### config.mk
export PLATFORM = sky130hd
export DESIGN_NAME = multicycle_control
export DESIGN_NICKNAME = d
export VERILOG_FILES = /design/src/rtl/multicycle_control.sv
export SDC_FILE = /design/constraint.sdc
export NUM_CORES = 1
export LEC_CHECK = 0
export ABC_CLOCK_PERIOD_IN_PS = 1790
export CAP_MARGIN = 30
export CORE_MARGIN = 5
export CORE_UTILIZATION = 45
export DETAILED_ROUTE_END_ITERATION = 8
export PLACE_DENSITY = 0.77
export SKIP_LAST_GASP = 1
export SYNTH_ARGS = -nofsm -noshare
export SYNTH_HDL_FRONTEND = slang
export SYNTH_SLANG_ARGS = --single-unit
export TNS_END_PERCENT = 100
### constraint.sdc
create_clock -name clk -period 1.79 [get_ports clk]
set_input_delay 0.4475 -clock clk [delete_from_list [all_inputs] [get_ports clk]]
set_output_delay 0.4475 -clock clk [all_outputs]
set_load 0.03 [all_outputs]
### src/rtl/multicycle_control.sv
// Multi-cycle sequencer: steps each instruction FETCH->DECODE->EXEC/MEM->WB and drives datapath controls.
// Latency: R/addiu/subiu/sw 4 cycles, lw 5, beq/j 3 at zero wait; each memory wait cycle adds one.
// Backpressure: MemRead/MemWrite/IorD hold steady until mem_ready; no timeout. TRAP is sticky until rst.
//
// Ports: clk/rst (sync, active-high); OpCode from the IR; mem_ready completes the pending memory access.
// Outputs are Moore-decoded from State, except IRWrite/PCWrite in FETCH which follow mem_ready.
// InstrCount counts retired instructions (wraps); Illegal is the sticky bad-opcode trap.
module multicycle_control #(
    parameter int CNT_W = 32
) (
    input  logic             clk,
    input  logic             rst,
    input  logic [5:0]       OpCode,
    input  logic             mem_ready,
    output logic             PCWrite,
    output logic             PCWriteCond,
    output logic             IorD,
    output logic             MemRead,
    output logic             MemWrite,
    output logic             IRWrite,
    output logic             RegDst,
    output logic             MemtoReg,
    output logic             RegWrite,
    output logic             ALUSrcA,
    output logic [1:0]       ALUSrcB,
    output logic [1:0]       ALUOp,
    output logic [1:0]       PCSource,
    output logic [3:0]       State,
    output logic             Illegal,
    output logic [CNT_W-1:0] InstrCount
);

    localparam logic [3:0] S_FETCH    = 4'd0;
    localparam logic [3:0] S_DECODE   = 4'd1;
    localparam logic [3:0] S_MEM_ADDR = 4'd2;
    localparam logic [3:0] S_MEM_RD   = 4'd3;
    localparam logic [3:0] S_MEM_WB   = 4'd4;
    localparam logic [3:0] S_MEM_WR   = 4'd5;
    localparam logic [3:0] S_EXEC_R   = 4'd6;
    localparam logic [3:0] S_EXEC_I   = 4'd7;
    localparam logic [3:0] S_R_WB     = 4'd8;
    localparam logic [3:0] S_BRANCH   = 4'd9;
    localparam logic [3:0] S_JUMP     = 4'd10;
    localparam logic [3:0] S_I_WB     = 4'd11;
    localparam logic [3:0] S_TRAP     = 4'd15;

    localparam logic [5:0] OP_R     = 6'd4;
    localparam logic [5:0] OP_ADDIU = 6'd12;
    localparam logic [5:0] OP_SUBIU = 6'd13;
    localparam logic [5:0] OP_SW    = 6'd16;
    localparam logic [5:0] OP_LW    = 6'd17;
    localparam logic [5:0] OP_BEQ   = 6'd19;
    localparam logic [5:0] OP_J     = 6'd28;

    logic [3:0]       state_q, state_d;
    logic [5:0]       op_q, op_d;
    logic [CNT_W-1:0] cnt_q, cnt_d;
    logic             illegal_q, illegal_d;
    logic             retire;

    always_comb begin
        state_d   = state_q;
        op_d      = op_q;
        retire    = 1'b0;
        unique case (state_q)
            S_FETCH: if (mem_ready) state_d = S_DECODE;
            S_DECODE: begin
                // Dispatch straight off the live opcode; op_q only becomes valid next cycle.
                op_d = OpCode;
                case (OpCode)
                    OP_R:               state_d = S_EXEC_R;
                    OP_ADDIU, OP_SUBIU: state_d = S_EXEC_I;
                    OP_SW, OP_LW:       state_d = S_MEM_ADDR;
                    OP_BEQ:             state_d = S_BRANCH;
                    OP_J:               state_d = S_JUMP;
                    default:            state_d = S_TRAP;
                endcase
            end
            S_MEM_ADDR: state_d = (op_q == OP_LW) ? S_MEM_RD : S_MEM_WR;
            S_MEM_RD:   if (mem_ready) state_d = S_MEM_WB;
            S_MEM_WR: begin
                if (mem_ready) begin
                    state_d = S_FETCH;
                    retire  = 1'b1;
                end
            end
            S_EXEC_R: state_d = S_R_WB;
            S_EXEC_I: state_d = S_I_WB;
            S_MEM_WB, S_R_WB, S_I_WB, S_BRANCH, S_JUMP: begin
                state_d = S_FETCH;
                retire  = 1'b1;
            end
            S_TRAP:  state_d = S_TRAP;
            default: state_d = S_TRAP;   // unused codes 12..14
        endcase
        cnt_d     = retire ? cnt_q + {{(CNT_W-1){1'b0}}, 1'b1} : cnt_q;
        // Set together with the entry into TRAP so the flag and state code agree.
        illegal_d = illegal_q | (state_d == S_TRAP);
    end

    always_ff @(posedge clk) begin
        if (rst) begin
            state_q   <= S_FETCH;
            op_q      <= '0;
            cnt_q     <= '0;
            illegal_q <= 1'b0;
        end else begin
            state_q   <= state_d;
            op_q      <= op_d;
            cnt_q     <= cnt_d;
            illegal_q <= illegal_d;
        end
    end

    always_comb begin
        PCWrite     = 1'b0;
        PCWriteCond = 1'b0;
        IorD        = 1'b0;
        MemRead     = 1'b0;
        MemWrite    = 1'b0;
        IRWrite     = 1'b0;
        RegDst      = 1'b0;
        MemtoReg    = 1'b0;
        RegWrite    = 1'b0;
        ALUSrcA     = 1'b0;
        ALUSrcB     = 2'b00;
        ALUOp       = 2'b00;
        PCSource    = 2'b00;
        case (state_q)
            S_FETCH: begin
                MemRead = 1'b1;
                ALUSrcB = 2'b01;
                ALUOp   = 2'b01;
                IRWrite = mem_ready;
                PCWrite = mem_ready;
            end
            S_DECODE: begin
                ALUSrcB = 2'b11;
                ALUOp   = 2'b01;
            end
            S_MEM_ADDR: begin
                ALUSrcA = 1'b1;
                ALUSrcB = 2'b10;
                ALUOp   = 2'b01;
            end
            S_MEM_RD: begin
                MemRead = 1'b1;
                IorD    = 1'b1;
            end
            S_MEM_WB: begin
                RegWrite = 1'b1;
                MemtoReg = 1'b1;
            end
            S_MEM_WR: begin
                MemWrite = 1'b1;
                IorD     = 1'b1;
            end
            S_EXEC_R: begin
                ALUSrcA = 1'b1;
                ALUOp   = 2'b10;
            end
            S_EXEC_I: begin
                ALUSrcA = 1'b1;
                ALUSrcB = 2'b10;
                ALUOp   = (op_q == OP_SUBIU) ? 2'b00 : 2'b01;
            end
            S_R_WB: begin
                RegWrite = 1'b1;
                RegDst   = 1'b1;
            end
            S_BRANCH: begin
                ALUSrcA     = 1'b1;
                PCWriteCond = 1'b1;
                PCSource    = 2'b01;
            end
            S_JUMP: begin
                PCWrite  = 1'b1;
                PCSource = 2'b10;
            end
            S_I_WB: RegWrite = 1'b1;
            default: ;
        endcase
    end

    assign State      = state_q;
    assign Illegal    = illegal_q;
    assign InstrCount = cnt_q;

endmodule

Word-level counts from Yosys, hierarchy flattened

Cells that the tools add are included.

Register bits: 43

Add/subtract/negate cells: 1
Eq/ne operators: 21
Bitwise logic cells: 1
Reductions and logical operators: 10
Mux-type cells: 22

Operators with widths:

| kind                  | count |
|---|---|
| $add 32x1->32 const B | 1 |
| $pmux 4 s8            | 1 |
| $eq 6x5->1 const B    | 5 |
| $eq 4x4->1 const B    | 5 |
| $pmux 4 s5            | 1 |
| $eq 6x4->1 const B    | 3 |
| $eq 4x3->1 const B    | 4 |
| $mux 4                | 3 |
| $pmux 2 s3            | 2 |
| $mux 1                | 11 |
| $reduce_or 2->1       | 5 |
| $eq 4x2->1 const B    | 2 |
| $eq 6x3->1 const B    | 1 |
| $reduce_or 3->1       | 2 |
| $reduce_or 5->1       | 1 |
| $eq 4x1->1 const B    | 1 |
| $logic_not 4->1       | 1 |
| $pmux 1 s2            | 2 |
| $pmux 2 s2            | 1 |
| $reduce_or 4->1       | 1 |
| $mux 3                | 1 |
| $or 1x1->1            | 1 |

Logic depth before layout (Yosys ltp)

Gate-level depths: netlist of the first run.

Depth after elaboration: 6
Mapped depth: 7
Depth with buffers taken out: 4

Worst setup path before layout of the first run

Ideal clock, no wire load.

Path kind: reg2out
From: register state_q[2] (netlist: State[2])
To: output port PCWrite
Buffers on the path: 0
Stages on the path, launching flop included: 4
Data required time: 1.342 ns
Setup slack: -0.967 ns
Arrival: 2.309 ns
Cells stage by stage: dfxtp_1 -> or2_2 -> nor4b_1 -> or2_2

Longest elaborated chain between the ends: 2

RTL lines:

| what                                          | RTL line | source |
|---|---|---|
| start, declared                               | 55       | `logic [3:0] state_q, state_d;` |
| start signal, assigned                        | 108      | `state_q <= state_d;` |
| $eq 4x4->1 or $logic_not 4->1 (tied branches) | 129      | `case (state_q)` |
| $pmux 1 s2 *                                  | 129      |  |
| end, declared                                 | 15       | `output logic PCWrite,` |

Mark *: on every way between the ends. The rest lies on a longest branch, timed or not.

Worst setup path in the final report of the first run

From: register state_q[0] (netlist: State[0])
To: register illegal_q (netlist: Illegal)

Longest elaborated chain between the ends: 5

RTL lines:

| what                                     | RTL line | source |
|---|---|---|
| $eq 4x4->1 or $eq 4x3->1 (tied branches) | 65       | `unique case (state_q)` |
| $reduce_or 5->1                          | 65       |  |
| $pmux 4 s8 *                             | 65       |  |
| $eq 4x4->1 *                             | 98       | `illegal_d = illegal_q \| (state_d == S_TRAP);` |
| $or 1x1->1 *                             | 98       |  |
| end signal, assigned                     | 111      | `illegal_q <= illegal_d;` |
| end, declared                            | 58       | `logic illegal_q, illegal_d;` |

Marked as above.
A chain may end at the register's enable or synchronous reset.

==> run_results.csv, run 1 <==
group,metric,value,unit
grt,antenna_found_initial,0,
power,powerDensity,1180,nW/um^2
place,place.gp.congestion,0.822,
yosys,synthCells,321,
yosys,synth_area_leaders,"dfxtp_1, mux2_2, a21oi_1",
clocking,cts_num_sinks,43,
route,postRouteAntennaNets,0,
place,place_inst,463,
sta,rsz0062_at_grt,"true",
clocking,clock_latency,300,ps
yosys,ys_warn_count,0,
cells_and_area,drive_above_1_share,43.6,%
cells_and_area,finalNonFillerCells,496,
yosys,netlist_area,2520,sq um
route,first_pass_iters,5,
sta,finalSetupTns,-2580,ps
hold_path,min_to,"op_q[0]",
yosys,ys_async_sr_fraction,0,%
sta,skew,5.61,ps
cells_and_area,fin_area,4370,sq um
sta,finalMaxSlewViolations,0,
critical_path,cp.required,1980,ps
sta,period_share,115,%
die,fp.coreArea,5470,sq um
status,outcome,"complete, but fails checks",
critical_path,slowest_stage,"or4b_2",
grt,grt_start_max_net_pins,26,
flow_run,cap_violations,0,
place,postPlaceCellArea,3540,sq um
yosys,synth_compound_area_share,15.7,%
sta,worst_pin_slew,598,ps
critical_path,crit_path_end_kind,"flip-flop",
yosys,yosysTopAreaCell,"dfxtp_1",
route,wl,10500,um
power,p_clk_share,11.9,%
power,intPower,2.87,mW
grt,gr-total-overflow,0,
yosys,synth.top_cell.area_share,34.1,%
die,die_y,84.9,um
power,p_seq_share,23.4,%
clocking,clockRootBuffer,"clkbuf_8",
clocking,path_clk_slew,80,ps
hold_path,min_from,"op_q[0]",
die,num_io_pins,62,
place,dp_hpwl,5070,um
yosys,synthesis.nets,331,
yosys,synth_most_common_cell,"dfxtp_1",
critical_path,critPathMaxStageDelay,690,ps
sta,maxSlewHeadroom,59.9,%
die,dieWidth,84.9,um
grt,grt_pass1_vias,2666,
sta,max_freq,0.485,GHz
critical_path,worstPathArrival,2260,ps
critical_path,path_cells,"buf_8 -> or4b_2 -> a21oi_1 -> o21ai_0 -> buf_4 -> o22ai_1",
place,pre_cts_ws,-617,ps
cells_and_area,layout.nets,433,
clocking,h-tree-depth,2,
hold_path,min_path_type,"reg -> reg",
clocking,hold_buffers,0,
die,rows,27,
critical_path,crit_fanout,21,
sta,setup_slack,-271,ps
critical_path,crit_start,"State[0]",
yosys,ys.flop_type,"dfxtp_1",
grt,grt_pass1_wl,12600,um
yosys,synth.area.mux_share,7.54,%
critical_path,rrSetupSlack,-270,ps
route,viasPerCell,6.51,
sta,hold_violations,0,
power,leakagePower,2.10,nW
cells_and_area,fill_cells,308,
power,vdd_drop_max,1.25,mV
power,comb_power_share,64.7,%
yosys,synth-seq-cells,43,
yosys,postSynthAreaPerCell,7.86,sq um
critical_path,r2r_end,"Illegal",
hold_path,hold_depth,2,
route,drt-initial-drc-count,257,
clocking,max-clock-path-buffers,2,
clocking,numCtsBuffers,5,
route,vias,3229,
cells_and_area,syn2layout_area_growth,73.3,%
yosys,synthSimpleGateAreaFrac,34.9,%
critical_path,r2r_start,"State[0]",
critical_path,start_kind,"flip-flop",
sta,setup_viol,35,
yosys,synth_xor_area_share,1.04,%
power,p_switching,2.29,mW
status,violations,"negative setup slack",
route,drc,0,
critical_path,r2r_cells,6,
sta,period_minus_slack,2060,ps
route,avgRoutedWirePerCell,21.2,um
yosys,synth_edf_count,0,
critical_path,crit_type,"reg -> reg",
die,start_util,46.1,%
yosys,yosysUniqueCellTypes,48,
place,io_buffers,61,
cells_and_area,antenna_cells,0,
grt,grt_use_total,21.0,%
yosys,yosysSeqAreaShare,34.1,%
clocking,cts_tree,"built",
die,die-area,7200,sq um
yosys,ys_top_cells_by_count,"dfxtp_1, nor2_1, nand2_1",
yosys,synth_fa_ha_area_share,0.496,%
power,swShare,44.3,%
yosys,synth_top_family_by_area,"simple AND/OR/NAND/NOR gates",
==> final cells by class <==
cell class	instances	area, sq um	area share, %
Multi-Input combinational cell	247	2100	48.2
Sequential cell	43	910	20.8
Clock buffer	6	72.6	1.66
Inverter	12	45.0	1.03
Clock inverter	2	7.51	0.172
Tap cell	72	90.1	2.06
Timing Repair Buffer	114	1140	26.1
==> repair_timing <==
action,in CTS,in global routing
gates cloned,2,5
buffers inserted,5,13
gates resized for setup,51,82
pin swaps,9,38
endpoints found under the setup margin,70,62
==> state kept, by name, indices dropped and copies added, names as in the netlist <==
name / count
InstrCount: 32
State: 4
Illegal: 1
op_q: 6
==> per-layer routing <==
metal  global-route usage [%]  share of wire (%)  up-vias
li1                         -                  -     1401
met1                     25.5                 35     1543
met2                     37.1                 51      224
met3                     3.98                8.4       61
met4                     6.91                5.4        0
met5                        0                  0        -
==> power groups by stage <==
stage / clock [mW] / sequential (mW) / combinational [mW]
floorplan: 0 / 1.31 / 1.40
detailed placement: 0 / 1.19 / 2.39
global route: 0.657 / 1.21 / 3.52
global placement: 0 / 1.18 / 2.35
CTS: 0.601 / 1.19 / 2.78
finish: 0.614 / 1.21 / 3.34
==> cell families (layout without fill, tap and decap cells) <==
| family | after synthesis | count (layout) |
|---|---|---|
| flops | 43 | 43 |
| compound gates | 61 | 67 |
| buf+inv | 37 | 134 |
| xor+xnor | 3 | 3 |
| mux | 17 | 17 |
| fa+ha+maj | 1 | 1 |
| simple gates | 159 | 159 |
==> metrics by stage <==
| stage | util, % | hold WS, ps | power (mW) |
|---|---|---|---|
| CTS | 69.1 | 461 | 4.57 |
| finish | 79.9 | 459 | 5.16 |
| global placement | 64.6 | 441 | 3.53 |
| detailed placement | 64.6 | 454 | 3.58 |
| global route | 79.9 | 494 | 5.39 |
| floorplan | - | 432 | 2.71 |
==> critical path: cells and delay by family, from the launching register on <==
kind | cells | cell delay [ps]
compound gates | 3 | 530
flops | 1 | 360
simple gates | 1 | 690
buf+inv | 2 | 360
==> worst max-delay path by stage <==
stage          depth (start not counted)  slack [ps]              to
5_1_grt                                6        -310         Illegal
3_5_place_dp                           5        -620   InstrCount[5]
4_1_cts                                5        -240   InstrCount[5]
6_report                               6        -270         Illegal
3_3_place_gp                           5        -590  InstrCount[28]
2_1_floorplan                          3        -130          RegDst
==> cells in the final DEF, fill, tap and decap left out, types with 6 or more instances in the layout <==
cell,count
buf_4,41
nor2_1,26
dfxtp_2,24
nand2_1,24
dlygate4sd2_1,24
buf_6,20
a21oi_1,16
nor2b_1,15
dfxtp_1,14
nor4_4,14
dlymetal6s2s_1,14
mux2_2,12
inv_1,11
nand3_1,11
nand4_1,10
o31ai_1,10
a21oi_2,7
o21ai_0,7
o32a_4,6
clkdlybuf4s50_1,6
(Power assumes the default switching activity.)
==> run 2, diff against run 1 <==
HOLD_SLACK_MARGIN = 0.02   (was default)
==> results of run 2 <==
No change in the layout: final DEF, timing and power equal those of run 1.
